$ cat config.mk
export PLATFORM = sky130hd
export DESIGN_NAME = pmu_command_scheduler
export DESIGN_NICKNAME = d
export VERILOG_FILES = /design/src/rtl/pmu_command_scheduler.sv
export SDC_FILE = /design/constraint.sdc
export NUM_CORES = 1
export LEC_CHECK = 0
export ABC_CLOCK_PERIOD_IN_PS = 3000
export CORE_MARGIN = 2
export CORE_UTILIZATION = 49
export CTS_CLUSTER_DIAMETER = 150
export DETAILED_ROUTE_END_ITERATION = 7
export PLACE_DENSITY = 0.87
export SKIP_CTS_REPAIR_TIMING = 1
export SYNTH_ARGS = -nofsm -noshare
export SYNTH_HDL_FRONTEND = slang
export SYNTH_SLANG_ARGS = --single-unit
$ cat constraint.sdc
create_clock -name clk -period 3 [get_ports clk]
set_input_delay 0.6 -clock clk [delete_from_list [all_inputs] [get_ports clk]]
set_output_delay 0.6 -clock clk [all_outputs]
set_load 0.05 [all_outputs]
$ cat src/rtl/pmu_command_scheduler.sv
// Power-management command scheduler: round-robin level arbitration, strict-priority
// mode requests, shadow-based redundancy filtering, settle guard and warmboot lockout.
module pmu_command_scheduler #(
  parameter int NUM_REQ      = 4,
  parameter int GUARD_CYCLES = 16
) (
  input  logic                   clk,
  input  logic                   reset,
  input  logic [NUM_REQ-1:0]     req_valid,
  input  logic [3*NUM_REQ-1:0]   req_level,
  output logic [NUM_REQ-1:0]     req_ready,
  input  logic                   mode_req,
  input  logic                   mode_sel,
  output logic                   mode_ack,
  output logic                   change_level_flag,
  output logic [2:0]             change_level,
  output logic                   change_power_mode_flag,
  output logic                   change_power_mode,
  output logic [1:0]             dom0_level,
  output logic [1:0]             dom1_level,
  output logic                   busy,
  output logic                   locked
);
  localparam int GW = $clog2(GUARD_CYCLES + 1);
  localparam int PW = $clog2(NUM_REQ);

  typedef enum logic [1:0] {
    ST_IDLE   = 2'd0,
    ST_ISSUE  = 2'd1,
    ST_GUARD  = 2'd2,
    ST_LOCKED = 2'd3
  } state_t;

  state_t             state_q;
  state_t             after_q;
  logic [PW-1:0]      rr_ptr_q;
  logic [GW-1:0]      guard_q;
  logic [NUM_REQ-1:0] req_ready_q;
  logic               mode_ack_q;
  logic               clf_q;
  logic [2:0]         cl_q;
  logic               cpmf_q;
  logic               cpm_q;
  logic [1:0]         dom0_q;
  logic [1:0]         dom1_q;
  logic               busy_q;
  logic               locked_q;

  logic [2:0]         lvl_a [NUM_REQ];
  logic [PW:0]        cand_s;
  logic               grant_found_s;
  logic [PW-1:0]      grant_idx_s;
  logic [PW-1:0]      rr_next_s;
  logic [NUM_REQ-1:0] grant_oh_s;
  logic [2:0]         grant_lvl_s;
  logic               redundant_s;

  // Unpack the per-requester level fields.
  always_comb begin
    for (int i = 0; i < NUM_REQ; i++) begin
      lvl_a[i] = req_level[3*i +: 3];
    end
  end

  // Round-robin search; scanning downward leaves the nearest valid index from rr_ptr.
  always_comb begin
    grant_found_s = 1'b0;
    grant_idx_s   = '0;
    cand_s        = '0;
    for (int k = NUM_REQ - 1; k >= 0; k--) begin
      cand_s = {1'b0, rr_ptr_q} + (PW+1)'(k);
      if (cand_s >= (PW+1)'(NUM_REQ)) begin
        cand_s = cand_s - (PW+1)'(NUM_REQ);
      end else begin
        cand_s = cand_s;
      end
      if (req_valid[cand_s[PW-1:0]]) begin
        grant_found_s = 1'b1;
        grant_idx_s   = cand_s[PW-1:0];
      end else begin
        grant_found_s = grant_found_s;
      end
    end
  end

  // Winner's level, one-hot ack, next pointer and redundancy against the target shadow.
  always_comb begin
    grant_lvl_s = lvl_a[grant_idx_s];
    grant_oh_s  = {{(NUM_REQ-1){1'b0}}, 1'b1} << grant_idx_s;
    if (grant_idx_s == PW'(NUM_REQ - 1)) begin
      rr_next_s = '0;
    end else begin
      rr_next_s = grant_idx_s + PW'(1);
    end
    if (grant_lvl_s[2]) begin
      redundant_s = (grant_lvl_s[1:0] == dom1_q);
    end else begin
      redundant_s = (grant_lvl_s[1:0] == dom0_q);
    end
  end

  // Scheduler FSM with registered command, handshake and status outputs.
  always_ff @(posedge clk) begin
    if (reset) begin
      state_q     <= ST_IDLE;
      after_q     <= ST_IDLE;
      rr_ptr_q    <= '0;
      guard_q     <= '0;
      req_ready_q <= '0;
      mode_ack_q  <= 1'b0;
      clf_q       <= 1'b0;
      cl_q        <= 3'b000;
      cpmf_q      <= 1'b0;
      cpm_q       <= 1'b0;
      dom0_q      <= 2'b01;
      dom1_q      <= 2'b10;
      busy_q      <= 1'b0;
      locked_q    <= 1'b0;
    end else begin
      req_ready_q <= '0;
      mode_ack_q  <= 1'b0;
      clf_q       <= 1'b0;
      cpmf_q      <= 1'b0;
      case (state_q)
        ST_IDLE: begin
          if (mode_req) begin
            state_q    <= ST_ISSUE;
            busy_q     <= 1'b1;
            cpmf_q     <= 1'b1;
            cpm_q      <= mode_sel;
            mode_ack_q <= 1'b1;
            if (mode_sel) begin
              after_q <= ST_LOCKED;
            end else begin
              after_q <= ST_GUARD;
              dom0_q  <= 2'b01;
              dom1_q  <= 2'b10;
            end
          end else if (grant_found_s) begin
            state_q     <= ST_ISSUE;
            busy_q      <= 1'b1;
            req_ready_q <= grant_oh_s;
            rr_ptr_q    <= rr_next_s;
            if (redundant_s) begin
              after_q <= ST_IDLE;
            end else begin
              after_q <= ST_GUARD;
              clf_q   <= 1'b1;
              cl_q    <= grant_lvl_s;
              if (grant_lvl_s[2]) begin
                dom1_q <= grant_lvl_s[1:0];
              end else begin
                dom0_q <= grant_lvl_s[1:0];
              end
            end
          end else begin
            busy_q <= 1'b0;
          end
        end
        ST_ISSUE: begin
          state_q  <= after_q;
          busy_q   <= (after_q != ST_IDLE);
          guard_q  <= (after_q == ST_GUARD) ? GW'(GUARD_CYCLES) : '0;
          locked_q <= (after_q == ST_LOCKED);
        end
        ST_GUARD: begin
          // Leaving on count 1 gives exactly GUARD_CYCLES cycles spent in this state.
          if (guard_q <= GW'(1)) begin
            state_q <= ST_IDLE;
            guard_q <= '0;
            busy_q  <= 1'b0;
          end else begin
            guard_q <= guard_q - GW'(1);
          end
        end
        ST_LOCKED: begin
          busy_q   <= 1'b1;
          locked_q <= 1'b1;
        end
        default: begin
          state_q <= ST_IDLE;
          busy_q  <= 1'b0;
        end
      endcase
    end
  end

  assign req_ready              = req_ready_q;
  assign mode_ack               = mode_ack_q;
  assign change_level_flag      = clf_q;
  assign change_level           = cl_q;
  assign change_power_mode_flag = cpmf_q;
  assign change_power_mode      = cpm_q;
  assign dom0_level             = dom0_q;
  assign dom1_level             = dom1_q;
  assign busy                   = busy_q;
  assign locked                 = locked_q;
endmodule
==> flow_summary.yaml, run 1 <==
synth:
  synth_commonest_cells: "nor2_1, dfxtp_1, a21oi_1, mux2i_1, nand2_1"
  synth_area_leaders: "dfxtp_1, mux2i_1, nor2_1, a21oi_1, ha_1"
  synthCells: 175
  ys.flop_type: "dfxtp_1"
  ys_seq_elements: 27
  yosysTopAreaCell: "dfxtp_1"
  synth-edff-count: 0
  synth.avg_cell_area_um2: 8.673
  synthArstFlopShare: 0
  seq_area_frac_synth: 0.3561
  yosysUniqueCellTypes: 42
  syn_nets: 201
  ys_warn_count: 0
  synth.most_common_cell: "nor2_1"
  synth_area_um2: 1518
  synth.top_cell.area_share: 0.3561
final_layout:
  nets: 244
  syn2layout_area_growth_pct: 29.10
  fill_cells: 247
  fin_cells: 250
  diodes: 0
  layout-drive-gt1-share: 0.1244
die:
  die_x_um: 59.66
  io_pins: 37
  start_util: 0.5054
  die-area_um2: 3559
  row_count: 20
  coreArea_um2: 3003
  die_h_um: 59.66
global_routing:
  grt_pass1_wl_mm: 5.361
  grt_overflow: 0
  grt_pass1_vias: 1278
  grt_use_total: 0.1954
  antenna_found_initial: 0
  grt_max_degree: 16
sta:
  setup_tns_ps: 0
  finalSetupViolations: 0
  worst_clock_skew_ps: 10.97
  post-route-min-period_ps: 2790
  slew_viol_final: 0
  rsz0062_at_grt: "false"
  worst_pin_slew_ps: 716.3
  max_freq_ghz: 0.3584
  final_hold_viol_count: 0
  relSlewSlack: 0.5162
  fin_crit_sh: 0.9300
power_and_ir_drop:
  peakVddDrop_v: 0.0002700
  p_leak_uw: 0.0007959
  power.density_nw_per_um2: 466.0
detailed_routing:
  routed_wl_mm: 3.211
  wl_met2_mm: 1.583
  dr.pass1.iters: 4
  drt_iter0_drc: 49
  drt-met1-wl_mm: 1.508
  vias_per_cell: 5.364
  wl_met3_um: 84
  wl_per_cell_um: 12.84
  highest_layer: "met4"
  drc: 0
  drtAntennaViolNets: 0
  num_vias: 1341
place:
  portBuffers: 36
  gp_congestion: 0.7901
  dp_cells: 246
  dpl.hpwl_mm: 2.529
run_status:
  status: "complete, no violations"
clock_tree:
  path_clk_slew_ps: 140
  htreeDepth: 1
  cts_root_buf: "clkbuf_4"
  clk_path_buf_depth: 2
  clock_sinks: 27
  clock_latency_ps: 330
  cts_inserted_buffers: 3
  cts_tree: "built"
critical_path:
  path_max_fanout: 5
  critPathKind: "in -> reg"
  arrival_ps: 3060
  startpoint_type: "primary input"
  end_kind: "register"
  crit_required_ps: 3270
min_path:
  hp-class: "reg -> reg"
job:
  maxCapViolations: 0
## worst paths after layout
| kind | start | end | slack (ps) | cells after the start |
|---|---|---|---|---|
| worst max-delay path | req_valid[0] | dom0_level[0] | 210 | 10 |
| worst min-delay path | change_power_mode | change_power_mode | 480 | 2 |
| worst max register to register | rr_ptr_q[1] | dom0_level[0] | 550 | 9 |
| worst min register to register | change_power_mode | change_power_mode | 480 | 2 |
## cell usage in the layout, fill, tap and decap left out, drive strengths merged, types with 2 or more instances in the layout
| cell | n |
|---|---|
| nor2 | 28 |
| a2bb2oi | 2 |
| nor3 | 6 |
| ha | 6 |
| dfxtp | 27 |
| mux2i | 18 |
| a21oi | 17 |
| buf | 10 |
| o211ai | 3 |
| a211oi | 2 |
| nand2 | 14 |
| clkdlybuf4s50 | 36 |
| and2 | 2 |
| o21ai | 5 |
| xnor2 | 3 |
| clkbuf | 3 |
| inv | 10 |
| nand3 | 6 |
| nor4b | 2 |
## cell type report
cell class                      count  area, um2  area share
Sequential cell                    27      540.5      0.2759
Inverter                           10      37.54     0.01916
Timing Repair Buffer               46      435.4      0.2222
Multi-Input combinational cell    130      877.1      0.4476
Clock inverter                      1      5.005    0.002554
Clock buffer                        3      22.52     0.01149
Tap cell                           33      41.29     0.02107
## kinds of logic after synthesis
family / Yosys count / synth area share
flip-flops: 27 / 0.3561
AND/OR/NAND/NOR: 66 / 0.2012
XOR/XNOR: 3 / 0.01732
buffers and inverters: 18 / 0.06843
adder cells (fa/ha/maj): 6 / 0.04946
multiplexers: 19 / 0.1393
AO/OA/AOI/OAI: 36 / 0.1682
## registers in the layout, indices dropped and copies added (netlist names)
signal / flops
guard_q: 5
req_ready: 4
change_level: 3
after_q: 2
dom0_level: 2
dom1_level: 2
rr_ptr_q: 2
state_q: 2
busy: 1
change_level_flag: 1
change_power_mode: 1
change_power_mode_flag: 1
locked: 1
## report_power, final
| group | internal, uW | leakage [uW] | total (uW) | switching (uW) |
|---|---|---|---|---|
| Combinational | 154 | 0.000558 | 354 | 200 |
| Clock | 50.2 | 0.0000177 | 157 | 107 |
| Sequential | 383 | 0.000220 | 402 | 18.4 |
## routing by layer
layer,vias up,track usage
met1,626,0.2578
li1,691,-
met4,0,0.08889
met5,-,0
met3,3,0.01732
met2,21,0.3230
## through the flow
step	util	hold WS [ps]	cell area [um2]	power [uW]	worst slack, ps
global placement	0.6421	449.1	1928	752.0	-28.62
CTS	0.6513	483.7	1956	913.5	217.1
finish	0.6525	480.3	1959	913.0	209.9
global route	0.6525	498.7	1959	961.1	5.953
detailed placement	0.6421	455.1	1928	759.4	-131.1
floorplan	-	445.3	1518	654.4	435.9
## worst max-delay path, stage by stage
cell and delay [ps]:
clkdlybuf4s50_1 470, a21oi_1 200, o21ai_2 70, a2bb2oi_2 270, mux2i_1 160, mux2i_4 270, mux2i_1 350, mux2i_1 290
a21o_1 190, mux2i_1 190
(Power assumes the default switching activity.)
==> run 2: changes to the inputs <==
Settings changed: CORE_UTILIZATION 49 to 60, DONT_BUFFER_PORTS from default to 1, PLACE_DENSITY 0.87 to 0.84.
==> flow_summary.yaml, run 2 (synthesized netlist as in run 1, its figures left out) <==
die:
  coreArea_um2: 2432
  die-area_um2: 2948
  start_util: 0.6240
  die_x_um: 54.30
  io_pins: 37
  row_count: 18
  die_h_um: 54.30
place:
  dp_cells: 199
  portBuffers: 0
  dpl.hpwl_mm: 2.263
  gp_congestion: 0.8296
critical_path:
  rr_startpoint: "rr_ptr_q[0]"
  reg2reg_depth: 9
  end_kind: "register"
  slowest_stage: "mux2i_1"
  path_cells: "inv_1 -> a2bb2oi_1 -> o22ai_1 -> a21oi_4 -> mux2i_4 -> mux2i_1 -> mux2i_1 -> a21o_1 -> mux2i_1"
  r2r_setup_slack_ps: 330
  arrival_ps: 2920
  crit_start: "rr_ptr_q[0]"
  startpoint_type: "register"
  slowest_delay_ps: 390
  worstSetupEndpoint: "dom0_level[0]"
  worst_r2r_endpoint: "dom0_level[0]"
  worst-path-stages: 9
  path_max_fanout: 9
  crit_family: "multiplexers"
  critPathKind: "reg -> reg"
  cp.buffers_inverters: 1
  crit_required_ps: 3260
  path_common_cell: "mux2i_1"
detailed_routing:
  dr.pass1.iters: 4
  drtAntennaViolNets: 0
  vias_per_cell: 5.931
  num_vias: 1204
  drc: 0
  routed_wl_mm: 2.909
  drt_iter0_drc: 12
  wl_per_cell_um: 14.33
sta:
  setup_tns_ps: 0
  rsz0062_at_grt: "false"
  slew_viol_final: 0
  worst_pin_slew_ps: 942.8
  max_freq_ghz: 0.3752
  finalSetupViolations: 0
  fin_crit_sh: 0.8885
  relSlewSlack: 0.3706
  worst_clock_skew_ps: 3.722
  final_hold_viol_count: 0
  whs_ps: 332.7
  post-route-min-period_ps: 2666
clock_tree:
  path_clk_slew_ps: 140
  htreeDepth: 1
  clock_sinks: 27
  clk_path_buf_depth: 2
  cts_tree: "built"
  clock_latency_ps: 310
  cts_inserted_buffers: 3
  cts_root_buf: "clkbuf_4"
final_layout:
  nets: 200
  final_cell_mix: "nor2_1, dfxtp_1, a21oi_1, mux2i_1, nand2_1"
  fin_cells: 203
  largest_reg_flops: 5
  diodes: 0
  largest_register: "guard_q"
  final_common_cell: "nor2_1"
  final_util: 0.6291
  layout-drive-gt1-share: 0.09827
  syn2layout_area_growth_pct: 0.8245
global_routing:
  antenna_found_initial: 0
  grt_overflow: 0
  grt_pass1_vias: 1091
  grt_pass1_wl_mm: 4.560
  grt_use_total: 0.2090
  grt_max_degree: 29
job:
  maxCapViolations: 0
min_path:
  hp-class: "in -> reg"
  min_from: "reset"
run_status:
  status: "complete, no violations"
power_and_ir_drop:
  power.density_nw_per_um2: 539.7
  p_leak_uw: 0.0006221
  peakVddDrop_v: 0.0004791
## run 2: changes by cell type in the layout (fill, tap and decap cells not counted)
cell / previous run / this run
clkinv_2: 1 / 0
clkbuf_1: 0 / 1
mux2i_2: 3 / 2
mux2i_1: 14 / 15
clkdlybuf4s50_1: 36 / 0
buf_4: 10 / 2
## run 2: per-stage QoR
| stage | power [uW] | worst slack, ps | cell area, um2 |
|---|---|---|---|
| finish | 825.9 | 334.5 | 1530 |
| global route | 865.4 | 185.1 | 1530 |
| CTS | 826.4 | 347.5 | 1530 |
| detailed placement | 676.7 | 112.9 | 1504 |
| global placement | 665.9 | 335.7 | 1504 |
| floorplan | 654.4 | 435.9 | 1518 |
## run 2: layout make-up
cell class                      instances  area (um2)
Clock buffer                            4       26.28
Fill cell                             209       902.1
Inverter                               10       37.54
Multi-Input combinational cell        130       873.3
Sequential cell                        27       540.5
Tap cell                               30       37.54
Timing Repair Buffer                    2       15.01
## run 2: worst min path at each step
stage	cells past startpoint	slack [ps]	endpoint
floorplan	2	450	guard_q[3]
finish	1	330	change_level[0]
CTS	1	330	after_q[0]
global route	1	310	guard_q[3]
global placement	2	450	guard_q[3]
detailed placement	2	460	guard_q[4]
## run 2: where the power goes
group | switching, uW | total [uW] | internal, uW
logic | 121 | 210 | 88.8
clock network | 104 | 156 | 51.9
registers | 77.0 | 460 | 383
total | 302 | 826 | 524
## run 2: layer usage
| layer | routed length (um) | vias up | GRT usage |
|---|---|---|---|
| met4 | 12 | 0 | 0.03750 |
| li1 | - | 614 | - |
| met1 | 1303 | 559 | 0.2684 |
| met3 | 151 | 2 | 0.03825 |
| met5 | 0 | - | 0 |
| met2 | 1442 | 29 | 0.3675 |
==> run 3: changes to the inputs <==
--- a/config.mk
+++ b/config.mk
@@ -12,4 +12,5 @@
 export DETAILED_ROUTE_END_ITERATION = 7
 export DONT_BUFFER_PORTS = 1
+export MAX_ROUTING_LAYER = met4
 export PLACE_DENSITY = 0.84
 export SKIP_CTS_REPAIR_TIMING = 1
==> constraint.sdc (replaced) <==
create_clock -name clk -period 3 [get_ports clk]
set_input_delay 0.45 -clock clk [delete_from_list [all_inputs] [get_ports clk]]
set_output_delay 0.45 -clock clk [all_outputs]
set_load 0.05 [all_outputs]
==> flow_summary.yaml, run 3 (synthesized netlist as in run 1, its figures left out) <==
critical_path:
  critPathKind: "reg -> reg"
  path_cells: "a21oi_1 -> o21ai_2 -> a2bb2oi_2 -> buf_4 -> mux2i_1 -> mux2i_1 -> nor2_1 -> mux2i_1 -> a21o_1 -> mux2i_1"
  arrival_ps: 2900
  r2r_setup_slack_ps: 370
  path_max_fanout: 8
  path_common_cell: "mux2i_1"
  crit_required_ps: 3270
  slowest_delay_ps: 480
  end_kind: "register"
  slowest_stage: "mux2i_1"
  startpoint_type: "register"
final_layout:
  layout-drive-gt1-share: 0.09827
  largest_register: "guard_q"
  diodes: 0
  fill_cells: 218
  syn2layout_area_growth_pct: 0.8245
  final_common_cell: "nor2_1"
  largest_reg_flops: 5
  final_util: 0.6291
  nets: 200
  final_cell_mix: "nor2_1, dfxtp_1, a21oi_1, mux2i_1, nand2_1"
clock_tree:
  clk_path_buf_depth: 2
  htreeDepth: 1
  cts_inserted_buffers: 3
  cts_tree: "built"
  clock_latency_ps: 320
  clock_sinks: 27
  cts_root_buf: "clkbuf_4"
  path_clk_slew_ps: 150
sta:
  final_hold_viol_count: 0
  whs_ps: 170.3
  finalSetupViolations: 0
  worst_clock_skew_ps: 4.687
  relSlewSlack: 0.3705
  worst_pin_slew_ps: 942.9
  post-route-min-period_ps: 2631
  rsz0062_at_grt: "false"
  max_freq_ghz: 0.3801
  fin_crit_sh: 0.8769
  slew_viol_final: 0
  setup_tns_ps: 0
place:
  gp_congestion: 0.8494
  portBuffers: 0
  dpl.hpwl_mm: 2.272
die:
  row_count: 18
  die_x_um: 54.30
  start_util: 0.6240
  coreArea_um2: 2432
  die-area_um2: 2948
  io_pins: 37
  die_h_um: 54.30
power_and_ir_drop:
  p_leak_uw: 0.0006221
  p_comb_frac: 0.251
  switching_share: 0.3683
  switchingPower_uw: 305.6
  p_seq_frac: 0.555
  peakVddDrop_v: 0.0003744
  power.internal_uw: 524.1
  finalPower_uw: 829.6
  p_clk_frac: 0.194
  power.density_nw_per_um2: 542.2
detailed_routing:
  routed_wl_mm: 2.975
  drc: 0
  num_vias: 1219
  wl_per_cell_um: 14.66
  vias_per_cell: 6.005
  drtAntennaViolNets: 0
  dr.pass1.iters: 4
  drt_iter0_drc: 17
global_routing:
  grt_util_met1: 0.2466
  grt_max_degree: 29
  grt_pass1_vias: 1106
  grt_use_total: 0.2162
  grtUsageMet3: 0.04918
  grt-busiest-layer: "met2"
  grtUsageMet2: 0.3775
  grt_overflow: 0
  antenna_found_initial: 0
  grt_pass1_wl_mm: 4.547
min_path:
  hp-class: "in -> reg"
job:
  maxCapViolations: 0
run_status:
  status: "complete, no violations"
[run 3: per-stage QoR]
step	setup WS (ps)	area, um2	cells
2_1_floorplan	585.9	1518	175
3_3_place_gp	479.5	1504	199
3_5_place_dp	355.7	1504	199
4_1_cts	384.1	1530	203
5_1_grt	188.7	1530	203
6_report	369.4	1530	203
[run 3: worst paths after layout]
kind,cells after the start,to,startpoint
max,10,dom0_level[0],rr_ptr_q[1]
min reg2reg,2,guard_q[4],guard_q[4]
min,1,after_q[1],reset
max reg2reg,10,dom0_level[0],rr_ptr_q[1]
[run 3: critical path: cells and delay by family (launching register included)]
family / cells / cell delay [ps]
mux: 4 / 1000
compound gates: 4 / 850
flops: 1 / 400
buf+inv: 1 / 230
simple gates: 1 / 100
[run 3: cell type report]
class                           instances  area (um2)  area share
Inverter                               10       37.54     0.02453
Timing Repair Buffer                    2       15.01    0.009812
Clock buffer                            4       26.28     0.01717
Multi-Input combinational cell        130       873.3      0.5707
Tap cell                               30       37.54     0.02453
Sequential cell                        27       540.5      0.3532
[run 3: routing by layer]
| layer | share of wire | vias to the layer above |
|---|---|---|
| li1 | - | 606 |
| met1 | 0.45 | 578 |
| met2 | 0.49 | 33 |
| met3 | 0.054 | 2 |
| met4 | 0.0034 | 0 |
| met5 | 0 | - |
[run 3: power by group through the flow]
stage | clock [uW] | sequential (uW) | combinational, uW
CTS | 164 | 461 | 208
global placement | 0 | 468 | 198
finish | 161 | 461 | 208
global route | 179 | 464 | 225
floorplan | 0 | 460 | 195
detailed placement | 0 | 469 | 207
